File: src/rtl/paddle_input_ctrl.sv
// rtl/paddle_input_ctrl.sv - debounced paddle up/down commands, press pulses and hold-to-accelerate speed
module paddle_input_ctrl #(
  parameter int DEBOUNCE_CYCLES = 1000000,
  parameter int CNT_W           = 20,
  parameter int ACCEL_FRAMES    = 16,
  parameter int MAX_SPEED       = 4,
  parameter int SPEED_W         = 3
) (
  input  logic               clk,
  input  logic               reset_n,
  input  logic [1:0]         btn_raw_n,
  input  logic               frame_tick,
  output logic               up,
  output logic               down,
  output logic               up_pulse,
  output logic               down_pulse,
  output logic [SPEED_W-1:0] speed
);

  localparam int HOLD_W = (ACCEL_FRAMES > 1) ? $clog2(ACCEL_FRAMES) : 1;
  localparam logic [CNT_W-1:0]   DB_LAST   = CNT_W'(DEBOUNCE_CYCLES - 1);
  localparam logic [HOLD_W-1:0]  HOLD_LAST = HOLD_W'(ACCEL_FRAMES - 1);
  localparam logic [SPEED_W-1:0] SPEED_MAX = SPEED_W'(MAX_SPEED);
  localparam logic [SPEED_W-1:0] SPEED_ONE = SPEED_W'(1);

  typedef enum logic [1:0] {IDLE, HOLD_UP, HOLD_DN} state_t;

  logic [1:0]            sync1;
  logic [1:0]            sync2;
  logic [1:0]            st;
  logic [1:0][CNT_W-1:0] cnt;
  logic                  pu;
  logic                  pd;
  logic                  up_q;
  logic                  down_q;
  state_t                state;
  state_t                state_nx;
  logic [SPEED_W-1:0]    speed_nx;
  logic [HOLD_W-1:0]     hold_cnt;
  logic [HOLD_W-1:0]     hold_nx;

  // Two-flop synchroniser per line; reset to the released (high) level.
  always_ff @(posedge clk or negedge reset_n) begin
    if (!reset_n) begin
      sync1 <= 2'b11;
      sync2 <= 2'b11;
    end else begin
      sync1 <= btn_raw_n;
      sync2 <= sync1;
    end
  end

  // Per-line debounce: accept a new level only after it persists DEBOUNCE_CYCLES clocks.
  always_ff @(posedge clk or negedge reset_n) begin
    if (!reset_n) begin
      st  <= 2'b11;
      cnt <= '0;
    end else begin
      for (int i = 0; i < 2; i++) begin
        if (sync2[i] == st[i]) begin
          cnt[i] <= '0;
        end else if (cnt[i] == DB_LAST) begin
          st[i]  <= sync2[i];
          cnt[i] <= '0;
        end else begin
          cnt[i] <= cnt[i] + 1'b1;
        end
      end
    end
  end

  // Both buttons pressed together cancel out and read as idle.
  assign pu   = ~st[1];
  assign pd   = ~st[0];
  assign up   = pu & ~pd;
  assign down = pd & ~pu;

  assign up_pulse   = up & ~up_q;
  assign down_pulse = down & ~down_q;

  // Previous-cycle command levels for rising-edge pulse detection.
  always_ff @(posedge clk or negedge reset_n) begin
    if (!reset_n) begin
      up_q   <= 1'b0;
      down_q <= 1'b0;
    end else begin
      up_q   <= up;
      down_q <= down;
    end
  end

  // Speed FSM registers: direction state, current speed and frames held at this speed.
  always_ff @(posedge clk or negedge reset_n) begin
    if (!reset_n) begin
      state    <= IDLE;
      speed    <= '0;
      hold_cnt <= '0;
    end else begin
      state    <= state_nx;
      speed    <= speed_nx;
      hold_cnt <= hold_nx;
    end
  end

  // Next-state logic: a direction change restarts at speed 1 and wins over a same-cycle frame tick.
  always_comb begin
    state_nx = state;
    speed_nx = speed;
    hold_nx  = hold_cnt;
    if (!up && !down) begin
      state_nx = IDLE;
      speed_nx = '0;
      hold_nx  = '0;
    end else if ((up && state != HOLD_UP) || (down && state != HOLD_DN)) begin
      state_nx = up ? HOLD_UP : HOLD_DN;
      speed_nx = SPEED_ONE;
      hold_nx  = '0;
    end else if (frame_tick) begin
      if (hold_cnt == HOLD_LAST) begin
        hold_nx = '0;
        if (speed != SPEED_MAX) begin
          speed_nx = speed + 1'b1;
        end
      end else begin
        hold_nx = hold_cnt + 1'b1;
      end
    end
  end

endmodule
File: config.mk
export PLATFORM = sky130hd
export DESIGN_NAME = paddle_input_ctrl
export DESIGN_NICKNAME = d
export VERILOG_FILES = /design/src/rtl/paddle_input_ctrl.sv
export SDC_FILE = /design/constraint.sdc
export NUM_CORES = 1
export LEC_CHECK = 0
export ABC_AREA = 1
export CAP_MARGIN = 10
export CORE_AREA = 10 10 80 96
export DETAILED_ROUTE_END_ITERATION = 8
export DIE_AREA = 0 0 90 106
export PLACE_DENSITY = 0.74
export SYNTH_ARGS = -nofsm -noshare
export SYNTH_HDL_FRONTEND = slang
export SYNTH_SLANG_ARGS = --single-unit
File: constraint.sdc
create_clock -name clk -period 4.2 [get_ports clk]
set_input_delay 0.63 -clock clk [delete_from_list [all_inputs] [get_ports clk]]
set_output_delay 0.63 -clock clk [all_outputs]
set_load 0.005 [all_outputs]
Word level (Yosys, flattened, before mapping). Index checks and enable logic that the tools add are counted.

Register bits after elaboration: 57. Logic and storage cells: 62. Input port bits: 5.

Reduce and logical (&&, ||, !) cells: 13. Add/sub/neg operators: 4. Muxes and demuxes: 16. Bitwise gates (word level): 10. Equality and inequality tests: 8.

Operators with widths (count): $mux 20 (4); $add 20x1->20 const B (2); $eq 20x20->1 const B (2); $mux 4 (4); $mux 3 (5); $reduce_bool 3->1 (3); $mux 2 (3); $not 1->1 (6); $add 4x1->4 const B (1); $and 1x1->1 (4); $eq 4x4->1 const B (1); $reduce_and 2->1 (2); $add 3x1->3 const B (1); $logic_and 1x1->1 (3); $ne 3x3->1 const B (1); $reduce_and 3->1 (1); $eq 1x1->1 (2); $logic_not 1->1 (2); $ne 2x1->1 const B (1); $ne 2x2->1 const B (1); $reduce_bool 2->1 (1); $logic_or 1x1->1 (1).

Depth between registers and ports, before layout.
Depth after elaboration: 6. Depth in mapped cells: 8. Mapped depth without buffers: 8.

Worst setup path after synthesis. Ideal clock, no wire load.

Kind: register -> output. From: reg st[1]. To: out down_pulse. Buffers on the path: 0. Stages on the path, launching flop included: 4. Arrival time: 0.925 ns. Required time: 3.570 ns. Setup slack: 2.645 ns. Path through: dfstp_2 > ha_1 > inv_1 > nor2_1.

Cells in the longest elaborated chain, start to end: 2.

RTL lines: start: declaration (line 30) `logic [1:0] st;`; start signal: indexed assignment (line 63) `st[i] <= sync2[i];`; $and 1x1->1 (line 76) `assign down = pd & ~pu;`; via down (line 14) `output logic down,`; $and 1x1->1 (line 79) `assign down_pulse = down & ~down_q;`; end: declaration (line 16) `output logic down_pulse,`.

The timed path passes the listed nets, and every way through them passes these cells.

Worst setup path after layout.
From: reg st[0]. To: out up_pulse.

Cells in the longest elaborated chain, start to end: 2.

RTL lines: $and 1x1->1 (line 75) `assign up = pu & ~pd;`; $and 1x1->1 (line 78) `assign up_pulse = up & ~up_q;`; end: declaration (line 15) `output logic up_pulse,`.

Every way passes these cells.

==> results.md <==
* Slowest CP cell: dfstp_2
* First-pass GRT wire length at 10700 um
* CTS tree: built
* Root Driver: clkbuf_8
* Startpoint types: register
* P&R area growth vs syn at 13.3%
* Final setup viols at 0
* Worst-margin pin slew at 0.675 ns
* Detailed-route via count at approximately 2500
* Yosys warnings at 0
* Worst-skew pair later-pin latency at approximately 0.34 ns
* Nets at 439
* CP peak stage delay at 0.56 ns
* Drt drc at 0
* Fin crit share at just under 60%
* Worst Setup End Kind: output port
* Crit path from: st[0]
* #FFs+latches synth at 57
* # resized after CTS at 0
* Slew headroom at 55.0%
* Die footprint at roughly 9500 um^2
* Post-CTS Setup Inserts at 0
* Synth Flop Type: dfrtp_1
* Worst hold path class: register to register
* Worst Path Class, Setup: register to output port
* CTS Hold Bufs at 0
* Unrepaired setup endpoints after global routing: no
* Hold_sp: sync1[1]
* Area share of the largest cell type after synthesis at 40.7%
* CP endpoint: up_pulse
* Most frequent cell after synthesis: nor2_1
* Hold WS at 0.355 ns
* Post-synth top cells: 90 x nor2_1, 88 x nand2_1, 51 x dfrtp_1
* Total Routed Length at 6100 um
* RR Endpoint: speed[2]
* Number of global-route vias before repair at 2488
* Per-cell routed wire length at 11.9 um
* Leak at 1.57 nW
* Max Root-Sink Buffers at 2
* Initial antenna violation count at 0
* Critical path peak fanout at 5
* Syn nets at 419
* EDFF count, synth at 0
* Area contributors post-synth: dfrtp_1 41%, nor2_1 11%, nand2_1 11%
* Clock transition at path regs at about 0.070 ns
* Antenna Cells at 0
* Area of the multi-input gates at 1500 um^2
* # fillers at 517
* Share of flip-flops with an asynchronous set or reset at 100%
* Num rows at 31
* Cells along the critical path: ha_1 > inv_1 > nor2_1 > clkdlybuf4s50_1
* Global route total overflow at 0
* Largest net degree at the start of global routing at 58
* DRT Pass-1 Iters at 4
* Syn Area/Cell at 7.70 um^2
* Worst path bufs/invs at 2
* Core area at 5860 um^2
* Worst setup margin at about 1.8 ns
* Hold Fails Final Rpt at 0
* Synth area leader: dfrtp_1
* Fmax at 411 MHz
* Die H at 106 um
* Levels on crit path at 4
* Cells after Synth at ~410
* Synth Cell Area at 3130 um^2
* Post-DRT Antenna Nets at 0
* Final min period at 2.43 ns
* FF+latch area at around 1400 um^2
* Distinct cells, synth at 30
* Origin of the critical flop-to-flop path: st[1]
* Crit path DAT at 1.80 ns
* DP Worst Slack at between 2 and 2.5 ns
* Vias per inst at a little under 5
* Power per cell area at 327 nW/um^2
* Status: completed
* CP required at between 3 and 4 ns
* Clock skew at 0.0123 ns
* Final Power at 1.16 mW
* Initial core utilization at 53.5%
* Peak supply drop at 0.000252 V
* Flop2flop setup slack at 2.48 ns
* Layout cell share with drive strength beyond 1 at 9.72%
* Fin. max-slew vios at 0
* Post-synthesis sequential area ratio at 45.7%
* GP Congestion at 0.855
* # IOs at 12
* Clock Sinks at 57
* H-Tree Level Count at 3
* CTS buffer count at 9
* Number of port buffers at 11
* Reg2Reg Depth at 7
* CP delay by family, top: buffers and inverters
* DP HPWL at 4450 um
* Fin Setup TNS at 0 ns
* All-Layer GR Usage at between 10% and 20%
* Die W at 90 um
* DRT iter0 DRCs at 120
* Max Cap Viol at 0
[registers in the layout (all words and copies together) (netlist names)]
register / flops
cnt: 40
hold_cnt: 4
speed: 3
st: 2
state: 2
sync1: 2
sync2: 2
down_q: 1
up_q: 1
[kinds of logic after synthesis]
group	Yosys count	share of synthesized area, %
and+or+nand+nor	246	34.7
AOI/OAI and AO/OA	22	3.67
xor gates and xnor gates	23	6.67
DFF	57	45.7
adders and majority gates	7	2.79
buffers and inverters	52	6.47
[cell usage in the layout, fill, tap and decap left out, drive strengths merged, types with 9 or more instances in the layout]
master         count
nor2              98
nand2             92
dfrtp             51
inv               48
nand3             38
xor2              16
a21oi             11
clkbuf            11
clkdlybuf4s50     10
nand4              9
o21ai              9
[how the worst min path moves through the flow]
stage                          end  slack (ns)  cells past startpoint
after CTS                 sync2[0]        0.36                      0
final                     sync2[1]        0.36                      0
after global routing      sync2[0]        0.36                      0
after floorplan             cnt[0]        0.33                      0
after global placement    sync2[1]        0.35                      0
after detailed placement  sync2[0]        0.35                      0
[metrics by stage]
step                      util, %  std cells  area [um^2]
after global routing         60.6        514         3550
final                        60.6        514         3550
after floorplan                 -        407         3130
after detailed placement     56.9        498         3330
after global placement       56.9        498         3330
after CTS                    60.6        514         3550
[where the power goes]
| part | internal, mW | switching [mW] | total, mW |
|---|---|---|---|
| Combinational | 0.0109 | 0.0249 | 0.0358 |
| Sequential | 0.557 | 0.00515 | 0.563 |
| Clock | 0.349 | 0.215 | 0.564 |
[metal layers]
| metal | share of wire (%) | global-route usage [%] |
|---|---|---|
| met3 | 2.7 | 4.15 |
| met2 | 54 | 24.9 |
| met1 | 42 | 14.2 |
| met5 | 0 | 0 |
| met4 | 1.2 | 6.04 |
[cell type report]
type	instances	area share [%]
Multi-Input combinational cell	298	42.2
Inverter	49	5.21
Clock inverter	5	2.22
Timing Repair Buffer	12	3.17
Clock buffer	11	3.98
Tap cell	82	2.89
Sequential cell	57	40.4
(Power assumes the default switching activity.)
